$ cat src/rtl/cacheline_arbiter_pkg.sv
// Shared types and constants for the cache-line memory arbiter.
// Both caches use 32-byte lines that move over a 64-bit burst port.
package cacheline_arb_types;

   localparam int LINE_BITS = 256;
   localparam int BEAT_BITS = 64;
   localparam int BEATS     = LINE_BITS / BEAT_BITS;

   localparam logic [31:0] LINE_ADDR_MASK = 32'hFFFF_FFE0;

   typedef enum logic [2:0] {IDLE, I_READ, D_READ, D_WRITE, DONE} arb_state_t;
   typedef enum logic {INST, DATA} grant_t;

   function automatic logic [31:0] line_align(input logic [31:0] addr);
      return addr & LINE_ADDR_MASK;
   endfunction

endpackage

$ cat src/rtl/cacheline_arbiter_buffer.sv
// Line buffer: assembles read beats into a full line and selects
// the current beat of an outgoing line, both indexed by one beat counter.
module cacheline_buffer #(
   parameter int LINE_BITS = 256,
   parameter int BEAT_BITS = 64
) (
   input  logic                                     clk,
   input  logic                                     i_clr,
   input  logic                                     i_wr_en,
   input  logic [$clog2(LINE_BITS/BEAT_BITS)-1:0]   i_idx,
   input  logic [BEAT_BITS-1:0]                     i_wr_beat,
   output logic [LINE_BITS-1:0]                     o_line,
   input  logic [LINE_BITS-1:0]                     i_sel_line,
   output logic [BEAT_BITS-1:0]                     o_sel_beat
);

   logic [LINE_BITS-1:0] r_line;

   always_ff @(posedge clk) begin
      if (i_clr) begin
         r_line <= '0;
      end else if (i_wr_en) begin
         r_line[BEAT_BITS*i_idx +: BEAT_BITS] <= i_wr_beat;
      end
   end

   assign o_line     = r_line;
   assign o_sel_beat = i_sel_line[BEAT_BITS*i_idx +: BEAT_BITS];

endmodule

$ cat src/rtl/cacheline_arbiter.sv
// Round-robin arbiter sharing one burst memory port between the
// instruction cache (reads) and the data cache (reads and writebacks).
module cacheline_arbiter #(
   parameter int LINE_BITS = cacheline_arb_types::LINE_BITS,
   parameter int BEAT_BITS = cacheline_arb_types::BEAT_BITS
) (
   input  logic                 clk,
   input  logic                 rst,
   input  logic                 i_read,
   input  logic [31:0]          i_addr,
   output logic [LINE_BITS-1:0] i_rdata,
   output logic                 i_resp,
   input  logic                 d_read,
   input  logic                 d_write,
   input  logic [31:0]          d_addr,
   input  logic [LINE_BITS-1:0] d_wdata,
   output logic [LINE_BITS-1:0] d_rdata,
   output logic                 d_resp,
   output logic                 pmem_read,
   output logic                 pmem_write,
   output logic [31:0]          pmem_addr,
   output logic [BEAT_BITS-1:0] pmem_wdata,
   input  logic [BEAT_BITS-1:0] pmem_rdata,
   input  logic                 pmem_resp
);

   localparam int BEATS = LINE_BITS / BEAT_BITS;
   localparam int IDX_W = $clog2(BEATS);

   import cacheline_arb_types::*;

   arb_state_t             r_state, w_next;
   grant_t                 r_last, w_grant;
   logic                   w_load, w_adv, w_cap, w_d_req, w_last_beat;
   logic [31:0]            r_addr, w_addr;
   logic [IDX_W-1:0]       r_beat;
   logic [LINE_BITS-1:0]   w_line;
   logic [BEAT_BITS-1:0]   w_wbeat;

   assign w_d_req     = d_read | d_write;
   assign w_last_beat = (r_beat == IDX_W'(BEATS-1));

   always_ff @(posedge clk) begin
      if (rst) begin
         r_state <= IDLE;
         r_last  <= INST;
         r_addr  <= '0;
         r_beat  <= '0;
      end else begin
         r_state <= w_next;
         if (w_load) begin
            r_last <= w_grant;
            r_addr <= w_addr;
            r_beat <= '0;
         end else if (w_adv) begin
            r_beat <= r_beat + 1'b1;
         end
      end
   end

   // Contention goes to the side not served last; after reset that is data.
   always_comb begin
      w_next     = r_state;
      w_load     = 1'b0;
      w_grant    = r_last;
      w_addr     = r_addr;
      w_adv      = 1'b0;
      pmem_read  = 1'b0;
      pmem_write = 1'b0;
      i_resp     = 1'b0;
      d_resp     = 1'b0;
      case (r_state)
         IDLE: begin
            if (w_d_req && (!i_read || r_last == INST)) begin
               w_load  = 1'b1;
               w_grant = DATA;
               w_addr  = line_align(d_addr);
               w_next  = d_write ? D_WRITE : D_READ;
            end else if (i_read) begin
               w_load  = 1'b1;
               w_grant = INST;
               w_addr  = line_align(i_addr);
               w_next  = I_READ;
            end
         end
         I_READ, D_READ: begin
            pmem_read = 1'b1;
            w_adv     = pmem_resp;
            if (pmem_resp && w_last_beat) w_next = DONE;
         end
         D_WRITE: begin
            pmem_write = 1'b1;
            w_adv      = pmem_resp;
            if (pmem_resp && w_last_beat) w_next = DONE;
         end
         DONE: begin
            i_resp = (r_last == INST);
            d_resp = (r_last == DATA);
            w_next = IDLE;
         end
         default: w_next = IDLE;
      endcase
   end

   assign w_cap = pmem_read & pmem_resp;

   cacheline_buffer #(
      .LINE_BITS (LINE_BITS),
      .BEAT_BITS (BEAT_BITS)
   ) u_buf (
      .clk        (clk),
      .i_clr      (rst),
      .i_wr_en    (w_cap),
      .i_idx      (r_beat),
      .i_wr_beat  (pmem_rdata),
      .o_line     (w_line),
      .i_sel_line (d_wdata),
      .o_sel_beat (w_wbeat)
   );

   assign pmem_addr  = r_addr;
   assign pmem_wdata = pmem_write ? w_wbeat : '0;
   assign i_rdata    = w_line;
   assign d_rdata    = w_line;

   a_rw_exclusive: assert property (@(posedge clk) disable iff (rst) !(d_read && d_write));

endmodule

$ cat config.mk
export PLATFORM = sky130hd
export DESIGN_NAME = cacheline_arbiter
export DESIGN_NICKNAME = d
export VERILOG_FILES = /design/src/rtl/cacheline_arbiter_pkg.sv /design/src/rtl/cacheline_arbiter_buffer.sv /design/src/rtl/cacheline_arbiter.sv
export SDC_FILE = /design/constraint.sdc
export NUM_CORES = 1
export LEC_CHECK = 0
export ABC_AREA = 1
export BUFFER_PORTS_ARGS = -buffer_cell sky130_fd_sc_hd__buf_4
export CAP_MARGIN = 20
export CORE_AREA = 2 2 387 389
export CTS_BUF_LIST = sky130_fd_sc_hd__clkbuf_16
export CTS_CLUSTER_DIAMETER = 30
export DETAILED_ROUTE_END_ITERATION = 8
export DIE_AREA = 0 0 389 391
export HOLD_SLACK_MARGIN = 0.03
export PLACE_DENSITY = 0.35
export SYNTH_ARGS = -nofsm -noshare
export SYNTH_HDL_FRONTEND = slang
export SYNTH_SLANG_ARGS = --single-unit
$ cat constraint.sdc
create_clock -name clk -period 5.35 [get_ports clk]
set_input_delay 0.535 -clock clk [delete_from_list [all_inputs] [get_ports clk]]
set_output_delay 0.535 -clock clk [all_outputs]
set_load 0.03 [all_outputs]
Yosys cells after proc, flatten, opt, wreduce, memory -nomap -nowiden
Index checks and enable logic that the tools add are counted.
- input port bits: 390
- memories: 0
- ROM bits: 0
- register bits after elaboration: 294
- latch bits: 0
- word-level logic and storage cells: 50
- output and inout bits: 612
- bits in writable memories: 0
- bitwise logic cells: 3
- reductions and logical operators: 11
- order comparisons: 0
- $mul: 0
- multiplexer cells: 19
- $add $sub $neg: 2
- divide/modulo/power cells: 0
- equality and inequality tests: 7
- shift operators: 3
- operators with widths (kind ; count):
    bitwise mux 256 bit ; 1
    variable shift 64 x 34 -> 256 bit (first input constant) ; 1
    indexed part select 256 x 9 -> 64 bit ; 1
    indexed part select 64 x 34 -> 256 bit ; 1
    2-to-1 mux 32 bit ; 2
    2-to-1 mux 64 bit ; 1
    negation 8 -> 34 bit ; 1
    2-to-1 mux 1 bit ; 11
    2-to-1 mux 3 bit ; 3
    == test 3 x 2 -> 1 bit (second input constant) ; 2
    one-hot mux 3 bit (2 select lines) ; 1
    OR reduction 2 bit ; 2
    == test 3 x 1 -> 1 bit (second input constant) ; 1
    == test 3 bit (second input constant) ; 1
    zero test 3 bit ; 1
    inequality test 3 bit (second input constant) ; 1
    AND reduction 3 bit ; 1
    OR reduction 3 bit ; 1
    adder 2 x 1 -> 2 bit (second input constant) ; 1
    == test 2 bit (second input constant) ; 1
    logical AND 1 bit ; 2
    inequality test 2 x 1 -> 1 bit (second input constant) ; 1
    AND reduction 2 bit ; 1
    nonzero test 2 bit ; 1
    5 further kinds ; 5

Depth between registers and ports, before layout
- word-level depth: 6
- gate-level depth with buffers: 14
- mapped depth without buffers: 8

By module
From an unflattened synthesis, not the netlist that was laid out.
- cells, all modules: 2497
- area, all modules: 16183.0 µm²
- modules (own cells, without submodules) (module ; area each (µm²) ; times used ; seq. area each (µm²) ; cells an instance):
    cacheline_buffer ; 12012.8 ; 1 ; 5124.9 ; 1842
    cacheline_arbiter ; 4170.2 ; 1 ; 660.6 ; 655

Worst setup path after synthesis
OpenSTA, ideal clock, no wires.
- path kind: flip-flop to output port
- start point: reg r_state[0]
- end point: out pmem_wdata[10]
- setup slack: 2970 ps
- data arrival time: 1845 ps
- buffers on the path: 1
- cell stages (with the launch flop): 6
- required time: 4815 ps
- cell sequence: dfxtp_1 -> nand2_1 -> nor2_1 -> inv_2 -> clkbuf_1 -> a21oi_1
- word-level cells in the longest chain between the ends: 3
- RTL lines (what ; line ; RTL):
    start: declaration ; cacheline_arbiter.sv:32 ; arb_state_t r_state, w_next;
    start signal: assignment ; cacheline_arbiter.sv:50 ; r_state <= w_next;
    == test 3 x 2 -> 1 bit ; cacheline_arbiter.sv:72 ; case (r_state)
    2-to-1 mux 1 bit ; cacheline_arbiter.sv:72 ;
    net pmem_write ; cacheline_arbiter.sv:20 ; output logic pmem_write,
    2-to-1 mux 64 bit ; cacheline_arbiter.sv:122 ; assign pmem_wdata = pmem_write ? w_wbeat : '0;
    end: declaration ; cacheline_arbiter.sv:22 ; output logic [BEAT_BITS-1:0] pmem_wdata,
The timed path passes the listed nets, and every way through them passes these cells.

Final worst setup path
- start point: reg r_beat[0]
- end point: out pmem_wdata[22]
- word-level cells in the longest chain between the ends: 2
- RTL lines (what ; line ; RTL):
    start: declaration ; cacheline_arbiter.sv:36 ; logic [IDX_W-1:0] r_beat;
    start signal: assignment ; cacheline_arbiter.sv:56 ; r_beat <= r_beat + 1'b1;
    indexed part select 256 x 9 -> 64 bit ; cacheline_arbiter_buffer.sv:28 ; assign o_sel_beat = i_sel_line[BEAT_BITS*i_idx +: BEAT_BITS];
    2-to-1 mux 64 bit ; cacheline_arbiter.sv:122 ;
Every way passes these cells.

==> results by group <==
Global route
  • Grt total ovfl: 0
  • First-pass GRT wire length: 157 mm
  • Initial antenna violation count: 16
  • Vias in the first global route: 20097
  • Largest net degree at the start of global routing: 127
  • GRT Total Usage: 14.6%

Placed design
  • Final GP Congestion: 0.790
  • DP Wirelength: 87.8 mm
  • Input/output buffers: 986

Detailed routing
  • DR pass1 iterations: 5
  • Antenna viol nets, final: 0
  • Per-cell routed wire length: 20.9 um
  • Vias per cell: 3.69
  • DRC: 0
  • Via count: 20444
  • Initial DRC Count: 960
  • Total wire length: 116 mm

Power
  • Post-layout total power: 0.0124 W
  • Power Density: 446 mW/mm2
  • Gate power share: 34.7%
  • Switching pwr: 0.00506 W
  • Clk pwr share: 43.2%
  • Internal: 0.00738 W
  • Sw frac: 40.6%
  • Leakage: 13.6 nW
  • Maximum vdd drop: 0.000283 V
  • Register share of total power: 22.1%

Synthesis
  • Cells after Synth: 2857
  • Dominant cells by area after synthesis: dfxtp_1 33%, nor2_1 20%, buf_4 12%
  • Sequential area share after synthesis: 33.1%
  • Synth area leader: dfxtp_1
  • Post-Syn Area: 0.0175 mm2
  • Synthesis-stage register bit count: 289
  • Unique cell type count in the Yosys netlist: 26
  • Synth Warn #: 0
  • Top cell type's share of synthesized area: 33.1%
  • Mapped Avg Cell Area: 6.11 um2

Setup path
  • Reg2reg path depth: 8
  • Critical path arrival: 3770 ps
  • Startpoint Class: flop
  • RR Startpoint: r_beat[0]
  • Flop-to-flop setup slack: 1670 ps
  • Worst setup EP type: output pin
  • Setup Crit Path Kind: reg2out
  • CP Max Fanout: 86
  • Crit Reg-Reg Endpoint: u_buf.o_line[236]
  • Critical Path RT: 4820 ps

Clock tree
  • H-tree depth: 3
  • Clock-pin transition on the worst setup and hold timing paths: 40 ps
  • CTS tree: yes
  • Total CTS buffers: 102
  • Number of setup buffers added after CTS: 0
  • Clk sinks: 289
  • Clock root cell: clkbuf_16
  • Later-pin clock latency in the skew report: 680 ps
  • Clock tree buffer depth: 3

Hold path
  • Min-Delay Endpoint: pmem_addr[28]
  • Worst min path class: in2reg
  • Hold depth: 5
  • Worst Hold Launch: d_addr[28]

Floorplanning
  • Initial Util: 11.8%
  • Die Y: 391 um
  • Die width: 389 um
  • Die Area: 0.152 mm2
  • Core area: 0.149 mm2
  • I/O Pins: 1002
  • Rows: 142

STA
  • Final slew viol count: 0
  • Fmax: 0.232 GHz
  • Relative slew margins: 29.7%
  • Unrepaired setup endpoints after global routing: no
  • Sum of negative setup slack: 0 ps
  • Fin crit share: 80.4%
  • Count of final setup violators: 0
  • Final min period: 4300 ps
  • Count of final hold-check violations: 0
  • Tightest Pin Transition: 1050 ps
  • Fin Hold WS: 119 ps
  • Worst Skew: 30.1 ps

Final layout
  • Share of cells above drive strength 1: 33.0%
  • # fillers: 17155
  • Final nets: 3908
  • Final Util: 18.8%
  • Register area: 0.00579 mm2
  • Area Overhead vs Synth: 59.7%
  • Multi-input gate area: 0.00833 mm2

Flow run
  • Maxcap violations: 0

Outcome
  • Status: completed
==> what timing repair did <==
| action | in CTS | in global routing |
|---|---|---|
| hold buffers | 1 | 0 |
| hold endpoints to repair | 1 | 0 |
| gates resized for setup | 0 | 0 |
==> logic make-up (layout without fill, tap and decap cells) <==
kind of cell             count (synthesis)  in the layout  synth area share, %
buffers and inverters                  594           1328                 19.7
adder cells (fa/ha/maj)                  5              5                0.358
AND/OR/NAND/NOR                       1705           1705                 39.2
flip-flops                             289            289                 33.1
other                                    1              7               0.0215
AO/OA/AOI/OAI                          263            263                 7.57
==> placed cells by master, fill, tap and decap left out, types with 5 or more instances in the layout <==
cell type,count
inv_1,139
nor3_1,26
clkinv_1,26
a21oi_1,67
dfxtp_1,287
nor2_1,911
o21ai_1,6
nand4_1,20
nor2_4,6
buf_4,1009
clkinv_2,26
o21ai_0,188
conb_1,5
nand2_1,497
nand3_1,233
clkbuf_16,102
inv_2,5
==> metal layers <==
metal  GRT usage [%]  share of wire (%)
met1            15.4                 37
met2            26.4                 51
met3            5.29                8.7
met4            5.31                3.1
met5               0              0.036
==> worst max-delay path, stage by stage, from the launching register on <==
cell	delay, ps
dfxtp_4	600
buf_4	530
buf_4	780
nor2_1	120
nor2_1	170
o21ai_0	110
a21oi_1	420
buf_4	250
==> flip-flops by register name (all words and copies together), names as in the netlist <==
register and count:
pmem_addr 27, r_beat 2, u_buf.o_line 256, r_last 1, r_state 3
==> cell usage after synthesis, drive strengths merged <==
cell type	instances
a21oi	67
buf	369
clkbuf	96
clkinv	1
conb	1
dfxtp	289
ha	5
inv	128
nand2	502
nand3	238
nand4	20
nor2	919
nor3	26
o21ai	195
o22ai	1
==> how the worst max path moves through the flow <==
stage	end	depth (start not counted)	slack, ps	startpoint
2_1_floorplan	pmem_wdata[10]	5	2970	r_state[0]
3_3_place_gp	u_buf.o_line[236]	8	1560	r_beat[0]
3_5_place_dp	u_buf.o_line[236]	8	1560	r_beat[0]
4_1_cts	pmem_wdata[22]	7	880	r_beat[0]
5_1_grt	pmem_wdata[22]	7	830	r_beat[0]
6_report	pmem_wdata[22]	7	1050	r_beat[0]
==> layout make-up <==
cell class / instances / share of cell area, %
Inverter: 129 / 1.80
Multi-Input combinational cell: 1978 / 29.9
Clock inverter: 84 / 2.21
Clock buffer: 102 / 9.16
Timing Repair Buffer: 1013 / 27.4
Antenna cell: 2 / 0.0180
Tap cell: 1944 / 8.73
Sequential cell: 289 / 20.8
==> through the flow <==
stage	instances	worst slack, ps	area [um2]
after global routing	5539	828	27900
after floorplan	2861	2970	17500
after CTS	5539	882	27900
after detailed placement	5352	1560	24700
final	5541	1050	27900
after global placement	5351	1560	24700
==> power by group through the flow <==
stage               Clock (W)  Combinational (W)  Sequential, W
floorplan                   0            0.00230        0.00321
global placement            0            0.00440        0.00279
detailed placement          0            0.00439        0.00280
CTS                   0.00551            0.00440        0.00276
global route          0.00565            0.00465        0.00280
finish                0.00538            0.00431        0.00275
No activity file was read; power rests on OpenSTA's default activity.
